===== config.mk =====
export PLATFORM = sky130hd
export DESIGN_NAME = rr_mux_n_flat
export DESIGN_NICKNAME = d
export VERILOG_FILES = /design/src/rtl/rr_mux_n_if.sv /design/src/rtl/rr_mux_n.sv /design/src/flat_wrapper.sv
export SDC_FILE = /design/constraint.sdc
export NUM_CORES = 1
export LEC_CHECK = 0
export ABC_AREA = 1
export BUFFER_PORTS_ARGS = -buffer_cell sky130_fd_sc_hd__buf_2
export CAP_MARGIN = 20
export CORE_UTILIZATION = 30
export DETAILED_ROUTE_END_ITERATION = 8
export SLEW_MARGIN = 10
export SYNTH_ARGS = -nofsm -noshare
export SYNTH_HDL_FRONTEND = slang
export SYNTH_SLANG_ARGS = --single-unit

===== constraint.sdc =====
create_clock -name clk -period 3.4 [get_ports clk]
set_input_delay 0.68 -clock clk [delete_from_list [all_inputs] [get_ports clk]]
set_output_delay 0.68 -clock clk [all_outputs]
set_load 0.05 [all_outputs]

===== src/rtl/rr_mux_n_if.sv =====
// rr_mux_n_if - stream bundle for the rr_mux_n multiplexer.
//
// Handshake rule for every channel (in and out): a word moves on a rising
// clk edge where valid and ready are both 1. A producer holds valid and its
// data stable until that edge. Ready may depend combinationally on valid.
//
// Signals:
//   mode, sel   : arbitration control (0 = round-robin, 1 = fixed channel sel)
//   in_data     : N packed words, channel i at [i*W +: W]
//   in_valid    : per-channel request
//   in_ready    : per-channel accept, one-hot or zero
//   out_data    : selected word
//   out_sel     : channel index of out_data
//   out_valid   : out_data holds a word
//   out_ready   : consumer accepts the word
//
// Modports: slave = the multiplexer, master = producers plus consumer.
interface rr_mux_n_if #(
  parameter int N  = 8,
  parameter int W  = 8,
  parameter int SW = $clog2(N)
);
  logic            mode;
  logic [SW-1:0]   sel;
  logic [N*W-1:0]  in_data;
  logic [N-1:0]    in_valid;
  logic [N-1:0]    in_ready;
  logic [W-1:0]    out_data;
  logic [SW-1:0]   out_sel;
  logic            out_valid;
  logic            out_ready;

  modport slave (
    input  mode, sel, in_data, in_valid, out_ready,
    output in_ready, out_data, out_sel, out_valid
  );

  modport master (
    output mode, sel, in_data, in_valid, out_ready,
    input  in_ready, out_data, out_sel, out_valid
  );
endinterface


===== src/rtl/rr_mux_n.sv =====
// rr_mux_n - registered N-to-1 stream multiplexer with round-robin or
// fixed-select arbitration.
//
// One output slot (EMPTY/FULL). When the slot is free (EMPTY, or FULL and
// being drained this cycle) one requesting channel is granted; its word and
// index are registered into the slot. Drain and refill can happen in the
// same cycle, so a steady stream moves one word per cycle.
//
// Ports:
//   clk       : clock, rising edge
//   rst       : asynchronous, active-high reset
//   bus       : rr_mux_n_if slave modport (inputs, per-channel ready, output)
//   dbg_state : current slot state (0 = EMPTY, 1 = FULL)
//   dbg_ptr   : round-robin search start channel
//   xfer_cnt  : saturating count of output handshakes
//               (present only when RR_MUX_CNT_EN is defined)
//
// Build option: define RR_MUX_CNT_EN to add the xfer_cnt port and counter.
module rr_mux_n #(
  parameter int N  = 8,
  parameter int W  = 8,
  parameter int SW = $clog2(N)
) (
  input  logic          clk,
  input  logic          rst,
  rr_mux_n_if.slave     bus,
  output logic          dbg_state,
  output logic [SW-1:0] dbg_ptr
`ifdef RR_MUX_CNT_EN
  ,
  output logic [15:0]   xfer_cnt
`endif
);

  typedef enum logic {EMPTY = 1'b0, FULL = 1'b1} state_t;

  state_t          state;
  logic [SW-1:0]   ptr;

  logic            slot_free;
  logic            gnt_found;
  logic [SW-1:0]   gnt_idx;
  logic            grant;
  logic [W-1:0]    gnt_word;
  // in_valid zero-extended to every encodable sel value, so a sel >= N
  // reads a 0 instead of an out-of-range X.
  logic [(1<<SW)-1:0] valid_pad;
  int              idx;

  assign slot_free = (state == EMPTY) || bus.out_ready;

  always_comb begin
    valid_pad = '0;
    for (int i = 0; i < N; i++) valid_pad[i] = bus.in_valid[i];

    gnt_found = 1'b0;
    gnt_idx   = '0;
    idx       = 0;
    if (bus.mode) begin
      if (valid_pad[bus.sel]) begin
        gnt_found = 1'b1;
        gnt_idx   = bus.sel;
      end
    end else begin
      // First requester at or after ptr, wrapping past N-1 back to 0.
      for (int k = 0; k < N; k++) begin
        idx = int'(ptr) + k;
        if (idx >= N) idx = idx - N;
        if (!gnt_found && bus.in_valid[idx]) begin
          gnt_found = 1'b1;
          gnt_idx   = SW'(idx);
        end
      end
    end
  end

  // No grant while in reset so in_ready reads zero as soon as rst rises.
  assign grant    = gnt_found && slot_free && !rst;
  assign gnt_word = bus.in_data[int'(gnt_idx)*W +: W];

  always_comb begin
    bus.in_ready = '0;
    for (int i = 0; i < N; i++)
      bus.in_ready[i] = grant && (gnt_idx == SW'(i));
  end

  always_ff @(posedge clk or posedge rst) begin
    if (rst) begin
      state        <= EMPTY;
      ptr          <= '0;
      bus.out_data <= '0;
      bus.out_sel  <= '0;
    end else if (grant) begin
      state        <= FULL;
      bus.out_data <= gnt_word;
      bus.out_sel  <= gnt_idx;
      if (!bus.mode)
        ptr <= (gnt_idx == SW'(N-1)) ? '0 : gnt_idx + SW'(1);
    end else if (state == FULL && bus.out_ready) begin
      // Drained with nothing to refill: data and index keep last values.
      state <= EMPTY;
    end
  end

  assign bus.out_valid = (state == FULL);
  assign dbg_state     = state;
  assign dbg_ptr       = ptr;

`ifdef RR_MUX_CNT_EN
  logic [15:0] cnt_q;

  always_ff @(posedge clk or posedge rst) begin
    if (rst)
      cnt_q <= '0;
    else if (bus.out_valid && bus.out_ready && cnt_q != 16'hFFFF)
      cnt_q <= cnt_q + 16'd1;
  end

  assign xfer_cnt = cnt_q;
`endif

endmodule


===== src/flat_wrapper.sv =====
// flat-port wrapper written by rule: the top's interface ports become plain ports
module rr_mux_n_flat 
#(
  parameter int N  = 8,
  parameter int W  = 8,
  parameter int SW = $clog2(N)
)
  (clk, rst, dbg_state, dbg_ptr, bus_mode, bus_sel, bus_in_data, bus_in_valid, bus_out_ready, bus_in_ready, bus_out_data, bus_out_sel, bus_out_valid);
  rr_mux_n_if #(.N(N), .W(W), .SW(SW)) bus_i ();
  input  logic clk;
  input  logic rst;
  output logic dbg_state;
  output logic [SW-1:0] dbg_ptr;
  input wire logic [$bits(bus_i.mode)-1:0] bus_mode;
  input wire logic [$bits(bus_i.sel)-1:0] bus_sel;
  input wire logic [$bits(bus_i.in_data)-1:0] bus_in_data;
  input wire logic [$bits(bus_i.in_valid)-1:0] bus_in_valid;
  input wire logic [$bits(bus_i.out_ready)-1:0] bus_out_ready;
  output wire logic [$bits(bus_i.in_ready)-1:0] bus_in_ready;
  output wire logic [$bits(bus_i.out_data)-1:0] bus_out_data;
  output wire logic [$bits(bus_i.out_sel)-1:0] bus_out_sel;
  output wire logic [$bits(bus_i.out_valid)-1:0] bus_out_valid;
  assign bus_i.mode = bus_mode;
  assign bus_i.sel = bus_sel;
  assign bus_i.in_data = bus_in_data;
  assign bus_i.in_valid = bus_in_valid;
  assign bus_i.out_ready = bus_out_ready;
  assign bus_in_ready = bus_i.in_ready;
  assign bus_out_data = bus_i.out_data;
  assign bus_out_sel = bus_i.out_sel;
  assign bus_out_valid = bus_i.out_valid;
  rr_mux_n #(.N(N), .W(W), .SW(SW)) u_core (.clk(clk), .rst(rst), .bus(bus_i), .dbg_state(dbg_state), .dbg_ptr(dbg_ptr));
endmodule

== Yosys cells after proc, flatten, opt, wreduce, memory -nomap -nowiden ==
Index checks and enable logic that the tools add are counted.

* Logic and storage cells: 149
* Bits in registers: 15
* Output and inout bits: 24

* Reductions and logical operators: 30
* Order comparisons: 17
* Multiplexer cells: 72
* Equal/unequal tests: 7
* Bitwise logic cells: 2
* Shift operators: 1
* $add $sub $neg: 16

{| class="wikitable"
|+ Operators by type and width
! cell !! count
|-
| 2-to-1 mux 32 bit || 16
|-
| < comparator 32 x 5 -> 1 bit, second input constant || 8
|-
| >= comparator 32 x 5 -> 1 bit, second input constant || 7
|-
| subtractor 32 x 5 -> 32 bit, second input constant || 7
|-
| indexed part select 64 x 7 -> 8 bit || 1
|-
| 2-to-1 mux 1 bit || 36
|-
| 2-to-1 mux 3 bit || 11
|-
| binary-select mux 1 bit (select 3 bit) || 9
|-
| logical AND 1 bit || 18
|-
| adder 3 x 3 -> 4 bit, second input constant || 4
|-
| equality test 3 bit, second input constant || 4
|-
| adder 3 x 2 -> 4 bit, second input constant || 2
|-
| zero test 1 bit || 8
|-
| equality test 3 x 2 -> 1 bit, second input constant || 2
|-
| subtractor 3 x 4 -> 5 bit, second input constant || 1
|-
| adder 3 x 1 -> 4 bit, second input constant || 1
|-
| >= comparator 3 x 4 -> 1 bit, second input constant || 1
|-
| < comparator 3 x 4 -> 1 bit, second input constant || 1
|-
| adder 3 x 1 -> 3 bit, second input constant || 1
|-
| equality test 3 x 1 -> 1 bit, second input constant || 1
|-
| zero test 3 bit || 1
|-
| inverter 1 bit || 2
|-
| AND reduction 2 bit || 1
|-
| nonzero test 2 bit || 1
|-
| logical OR 1 bit || 1
|}

== Depth between registers and ports, before layout ==
Gate-level depths: netlist (run 1).

* Depth after elaboration: 39
* Gate-level depth with buffers: 24
* Depth with buffers taken out: 23

== Worst setup path after synthesis (run 1) ==
Ideal clock, no wire load.

* Path type: reg-to-output
* Start: register u_core.ptr[0], in the netlist u_core.dbg_ptr[0]
* End: output port bus_in_ready[3]
* Stages on the path, launching flop included: 18
* Buffers on the path: 2
* Required time: 2.720 ns
* Slack: -0.728 ns
* Data arrival time: 3.448 ns
* Cell sequence: dfrtp_1 -> inv_2 -> buf_6 -> ha_1 -> inv_1 -> nand3_1 -> nand3_1 -> nand2_1 -> nor2_4 -> nand4_4 -> nor2_8 -> nand3_1 -> nand4_1 -> nand2_2 -> buf_6 -> nor2_4 -> inv_2 -> nor2_1

* Word-level cells in the longest chain between the ends: 39

{| class="wikitable"
|+ Ends and longest elaborated chain
! element !! line !! RTL
|-
| from (decl) || rr_mux_n.sv:38 || <nowiki>logic [SW-1:0] ptr;</nowiki>
|-
| from (signal assigned) || rr_mux_n.sv:98 || <nowiki>ptr <= (gnt_idx == SW'(N-1)) ? '0 : gnt_idx + SW'(1);</nowiki>
|-
| parallel branches: the longest is 38 deep, another holds subtractor 32 x 5 -> 32 bit || n/a ||
|-
| logical AND 1 bit * || rr_mux_n.sv:84 || <nowiki>bus.in_ready[i] = grant && (gnt_idx == SW'(i));</nowiki>
|-
| to (decl) || flat_wrapper.sv:19 || <nowiki>output wire logic [$bits(bus_i.in_ready)-1:0] bus_in_ready;</nowiki>
|}

Mark *: on every way between the ends. The select of a mux whose other input is x is not followed.

== Worst setup path in the final report (run 1) ==
* Start: register u_core.ptr[0], in the netlist u_core.dbg_ptr[0]
* End: output port bus_in_ready[7]

Same word-level chain as after synthesis.

==> results of run 1 <==
## through the flow
step           hold WS [ns]  setup TNS (ns)  setup slack, ns
2_1_floorplan         0.590         -0.0435          -0.0334
5_1_grt               0.498           -1.26           -0.167
3_5_place_dp          0.464          -0.188          -0.0415
4_1_cts               0.480         -0.0413          -0.0103
6_report              0.473        -0.00486         -0.00292
3_3_place_gp          0.468               0           0.0244
## final timing paths
kind                                               end  cells after the start
worst max-delay path                   bus_in_ready[7]                     16
worst min-delay path            u_core.bus.out_data[4]                      2
worst max register to register  u_core.bus.out_data[4]                     23
worst min register to register  u_core.bus.out_data[4]                      2
max in group asynchronous            u_core.dbg_ptr[1]                      3
min in group asynchronous            u_core.dbg_ptr[2]                      3
## routing by layer
layer | track usage | wire length [microns] | share of wire
met1 | 0.295 | 3750 | 0.49
met2 | 0.319 | 3580 | 0.47
met3 | 0.00566 | 322 | 0.042
met4 | 0.0224 | 25 | 0.0033
met5 | 0 | 0 | 0
## cells in the final DEF (no fill, tap or decap), types with 4 or more instances in the layout
cell	Yosys	final
nand2_1	166	159
buf_2	0	94
nand3_1	67	57
buf_4	5	37
inv_1	33	31
nor2_1	26	17
nand2_2	12	14
nor2_4	3	13
nand3_2	3	12
dfrtp_1	15	12
o21ai_0	13	11
nand2_4	2	7
buf_8	0	6
inv_4	0	4
inv_2	7	4
## kinds of logic after synthesis
| kind of cell | Yosys count | synth area share |
|---|---|---|
| adders and majority gates | 2 | 0.0113 |
| DFF | 15 | 0.170 |
| and+or+nand+nor | 293 | 0.622 |
| buffers and inverters | 50 | 0.107 |
| xor gates and xnor gates | 4 | 0.0193 |
| AOI/OAI and AO/OA | 26 | 0.0702 |
## power by group through the flow
stage | sequential (mW) | combinational, mW | clock, mW
floorplan | 0.588 | 2.07 | 0
global route | 0.361 | 3.86 | 0.152
global placement | 0.346 | 3.11 | 0
finish | 0.351 | 3.52 | 0.137
detailed placement | 0.343 | 3.13 | 0
CTS | 0.347 | 3.30 | 0.141
## what timing repair did
item                                    4_1_cts  5_1_grt
pin swaps                                     8       21
hold endpoints to repair                      0        0
setup buffers                                 3        5
resized for setup                            32       25
hold buffers                                  0        0
endpoints found under the setup margin        8        8
## worst register-to-register path, cell delays in order, from the launching register on
cell and delay, ns:
dfrtp_2 0.43, inv_4 0.07, ha_4 0.33, nand3_2 0.11, nand2_2 0.09, nand2_1 0.07, nand2_2 0.11, nor2_1 0.06
nand2_1 0.05, nand2_1 0.04, nor2_1 0.09, nand3_1 0.10, nor2_2 0.15, buf_4 0.12, buf_4 0.09, nand2_1 0.05
nand2_1 0.06, nand2_1 0.23, nand3_1 0.17, nand2_1 0.06, nor2_1 0.10, nand2_1 0.06, nand3_1 0.12, nand2_1 0.06
## layout make-up
type | instances | share of cell area
clock buffers | 3 | 0.0121
clock inverters | 1 | 0.00147
inverters | 40 | 0.0484
multi-input cells | 325 | 0.536
flip-flops and latches | 15 | 0.111
well taps | 96 | 0.0352
repair buffers | 140 | 0.256
## state kept, by name (all words and copies together), names as in the netlist
name                  flops
u_core.dbg_ptr            3
u_core.bus.out_data       8
u_core.bus.out_sel        3
u_core.bus.out_valid      1
==> summary.txt, run 1 <==
Worst hold path
  – Hold Path Class: reg -> reg
  – Hold Path Origin: u_core.bus.out_data[4]

STA
  – Least-Margin Pin Slew: between 0.3 and 0.4 ns
  – Hold Violations, Final: 0
  – Final setup viols: 2
  – Tcrit/Tclk final: 1.00
  – Rel. slew slack: 0.752
  – Worst setup margin: -0.00292 ns
  – Slew Viols, Final: 0
  – Fmax: between 200 and 300 MHz
  – RSZ-0062 raised after global routing: true
  – Fin crit period: about 3.4 ns
  – Clk_skew: 0.000812 ns

Yosys
  – Post-Syn Instances: 390
  – Synth top area cells: nand2_1 (28%), dfrtp_1 (17%), nand3_1 (15%)
  – Syn avg cell area: ~5.7 sq um
  – Most instantiated library cell after synthesis: nand2_1
  – Sequential share of the synthesized area: 0.170
  – Flops & latches, synth: 15
  – Mapped Nets: 471
  – Post-Syn Area: 2210 sq um
  – Count of different cell masters after synthesis: 32
  – YS warnings: 0
  – Most common library cells after synthesis: nand2_1 (166), nand3_1 (67), inv_1 (33)
  – EDFF count, synth: 0
  – Area leader, netlist: nand2_1
  – Post-synth ARST share: 1.00
  – Top cell type's share of synthesized area: 0.282
  – Top FF cell, synth: dfrtp_1

Pwr
  – Power share of the combinational group: 0.878
  – Power Dens Cells: 1170 nW/um^2
  – P_leak: 1.89 nW
  – Sw Share: 0.602
  – Power, Total: roughly 4.0 mW
  – Worst VDD drop: roughly 0.3 mV
  – Sw power: 2.41 mW
  – Clock network power share: 0.034
  – Reg power frac: 0.088
  – Int Power: ~1.6 mW

Placed design
  – Placed Cells: between 600 and 700
  – Cell Area, Placed: around 3100 sq um
  – DP Wirelength: 6190 microns
  – # port buffers: just over 100
  – Placer Congestion: 0.926

Layout
  – Multi-input logic area: 1830 sq um
  – Fin util: 0.491
  – Area growth, synth to finish: 54.4%
  – Share of cells above drive strength 1: 0.424
  – Fin area: between 3000 and 4000 sq um
  – Final Net Count: 606
  – ANT cells: 0
  – Register area: about 380 sq um
  – Number of fill cells: 698
  – Finished Layout Cells: 620

Clock tree
  – Worst-case clock buffer depth: 2
  – Clock-pin slew on the worst setup and hold paths: ~0.060 ns
  – CTS tree: done
  – Clock root buffer: clkbuf_8
  – Clock sinks: 15
  – CTS buffer count: 3
  – Clock Latency Late Sink: about 0.24 ns
  – H-tree levels: 1

GRT
  – GRT overflow: 0
  – Vias in the first global route: between 2k and 3k
  – Initial antenna violation count: 0
  – First-pass GRT wire length: 12,200 microns
  – GRT Total Usage: 0.196
  – Largest net degree at the start of global routing: 16

Critical path
  – Critical R2R Launch: u_core.dbg_ptr[0]
  – CP startpoint kind: flop
  – Slack of the worst reg-to-reg path: approximately 0.47 ns
  – Critical Path End Type: output pin
  – Cell breakdown of the critical path: inv_4, ha_4, inv_6, nand3_2, nand3_2, nand2_2, nor2_4, nand4_4, nor2_8, nand2_2, o21ai_2, nor2_2, nor2_4, nand2_4, nor2_4, buf_6
  – Critical Path RT: about 2.7 ns
  – Crit path max fanout: 7
  – CP max stage delay: about 0.45 ns
  – Setup crit start: u_core.dbg_ptr[0]
  – CP arrival: roughly 2.7 ns
  – Worst Path Class, Setup: reg -> out
  – Crit-path most repeated cell: nor2_4
  – Crit path max-delay family: simple AND/OR/NAND/NOR gates
  – CP bufs+invs: 3
  – Worst path slowest cell: dfrtp_2

Die
  – DIE WIDTH: ~90 microns
  – DIE HEIGHT: a little under 90 microns
  – Starting density of the core: 0.318
  – Total die area: slightly below 8000 sq um
  – Ports: 103
  – # rows: 30
  – Core footprint: roughly 7000 sq um

Outcome
  – Failing checks: negative setup slack
  – Status: complete, but fails checks

Drt
  – WL/cell: 12.4 microns
  – Initial DRC Count: 150
  – DRC viols: 0
  – Via/cell ratio: between 4 and 5
  – Vias: around 2.9k
  – Initial DRT Pass Iterations: 4
  – DRT antenna net count: 0
  – Routed WL: ~7700 microns

Run
  – Max-Cap Viols: 0
Note: power is estimated with default switching activity, not from simulation.
==> inputs of run 2 (changes only) <==
Settings changed: CORE_MARGIN set to 2.
==> summary.txt, run 2 (synthesis results as in run 1) <==
Drt
  – WL/cell: 12.5 microns
  – Vias: a little under 3k
  – Initial DRC Count: between 100 and 150
  – Routed WL: about 7800 microns
  – DRT antenna net count: 0
  – DRC viols: 0
  – Initial DRT Pass Iterations: 4
  – Via/cell ratio: about 4.7

Pwr
  – Worst VDD drop: approximately 0.41 mV
  – P_leak: 1.89 nW
  – Power Dens Cells: around 1200 nW/um^2

Placed design
  – Cell Area, Placed: 3080 sq um
  – Placer Congestion: between 0.8 and 0.9
  – Pre-CTS setup slack: -0.0465 ns
  – DP Wirelength: about 6400 microns
  – # port buffers: 102
  – Placed Cells: slightly above 600

Critical path
  – Critical R2R Launch: u_core.dbg_ptr[0]
  – Critical Path RT: approximately 2.7 ns
  – Setup crit start: u_core.dbg_ptr[0]
  – CP startpoint kind: flop
  – Critical Path End Type: output pin
  – CP arrival: ~2.8 ns
  – Crit path max fanout: 7
  – Worst Path Class, Setup: reg -> out

Outcome
  – Failing checks: negative setup slack
  – Status: complete, but fails checks

STA
  – Slew Viols, Final: 0
  – Hold Violations, Final: 0
  – Fmax: around 290 MHz
  – RSZ-0062 raised after global routing: true
  – Final setup viols: 5
  – Rel. slew slack: 0.715
  – Worst setup margin: -0.0398 ns
  – Fin crit period: between 3 and 4 ns
  – Clk_skew: between 0.0006 and 0.0007 ns
  – Least-Margin Pin Slew: between 0.4 and 0.5 ns
  – Tcrit/Tclk final: 1.01

Layout
  – Area growth, synth to finish: 55.0%
  – ANT cells: 0
  – Most frequent cells in the layout: nand2_1 (160), buf_2 (94), nand3_1 (56)
  – Fin util: 0.477
  – Finished Layout Cells: approximately 630
  – Largest register FFs: 8
  – Share of cells above drive strength 1: 0.422
  – Final Net Count: around 600
  – Most common cell after layout, fill and taps aside: nand2_1
  – Largest register by flop count: u_core.bus.out_data
  – Fin area: between 3000 and 4000 sq um

Die
  – DIE HEIGHT: 89.8 microns
  – # rows: 31
  – Core footprint: slightly above 7000 sq um
  – Starting density of the core: 0.308
  – DIE WIDTH: between 80 and 90 microns
  – Ports: 103
  – Total die area: a little over 8000 sq um

Clock tree
  – H-tree levels: 1
  – Worst-case clock buffer depth: 2
  – CTS buffer count: 3
  – CTS tree: done
  – Clock-pin slew on the worst setup and hold paths: ~0.06 ns
  – Clock Latency Late Sink: about 0.25 ns
  – Clock root buffer: clkbuf_8
  – Clock sinks: 15

GRT
  – Largest net degree at the start of global routing: 16
  – Initial antenna violation count: 0
  – GRT overflow: 0
  – GRT Total Usage: 0.185
  – First-pass GRT wire length: between 10,000 and 15,000 microns
  – Vias in the first global route: about 2.7k

Worst hold path
  – Hold Path Class: in -> async

Run
  – Max-Cap Viols: 0
[run 2: area by class of cell]
class | instances | area, sq um
clock buffers | 3 | 41.3
multi-input cells | 325 | 1820
inverters | 40 | 165
flip-flops and latches | 15 | 378
well taps | 99 | 124
repair buffers | 142 | 888
fillers | 745 | 3750
clock inverters | 1 | 5.00
[run 2: worst paths after layout]
| path | slack, ns | depth (start not counted) | to |
|---|---|---|---|
| worst max-delay path | -0.04 | 16 | bus_in_ready[7] |
| worst min-delay path | 0.47 | 3 | u_core.dbg_ptr[2] |
| worst max register to register | 0.54 | 21 | u_core.bus.out_data[5] |
| worst min register to register | 0.49 | 2 | u_core.bus.out_sel[1] |
| max in group asynchronous | 2.74 | 3 | u_core.dbg_ptr[1] |
| min in group clk | 0.49 | 2 | u_core.bus.out_sel[1] |
[run 2: routing by layer]
| layer | up-vias | track usage | share of wire |
|---|---|---|---|
| li1 | 1514 | - | - |
| met1 | 1312 | 0.222 | 0.42 |
| met2 | 88 | 0.338 | 0.50 |
| met3 | 25 | 0.0243 | 0.044 |
| met4 | 0 | 0.0615 | 0.033 |
| met5 | - | 0 | 0 |
[run 2: power breakdown]
part	leakage (nW)	internal, mW	switching (mW)
Sequential	0.185	0.261	0.0746
Combinational	1.68	1.30	2.27
Clock	0.0255	0.0813	0.0674
[run 2: repair_timing]
action | in CTS | in global routing
setup buffers | 9 | 4
endpoints found under the hold margin | 0 | 0
resized for setup | 36 | 16
pin swaps | 16 | 6
setup endpoints to repair | 8 | 8
hold buffers | 0 | 0
[run 2: metrics by stage]
stage | hold slack, ns | total power, mW | TNS, ns
global route | 0.494 | 4.41 | -1.34
finish | 0.468 | 4.06 | -0.123
floorplan | 0.590 | 2.66 | -0.0435
global placement | 0.464 | 3.41 | -0.0479
detailed placement | 0.470 | 3.43 | -0.221
CTS | 0.485 | 3.92 | -0.000432
[run 2: critical path: stages (launching register included)]
cell and delay [ns]:
dfrtp_2 0.45, inv_4 0.09, ha_4 0.25, inv_6 0.11, nand3_1 0.09, nand2_1 0.11
nand2_1 0.08, nand2_2 0.10, nand4_4 0.15, nor2_8 0.22, nand3_2 0.11, nand4_1 0.14
nand2_4 0.13, nor2_4 0.14, inv_4 0.06, nor2_4 0.11, buf_6 0.16
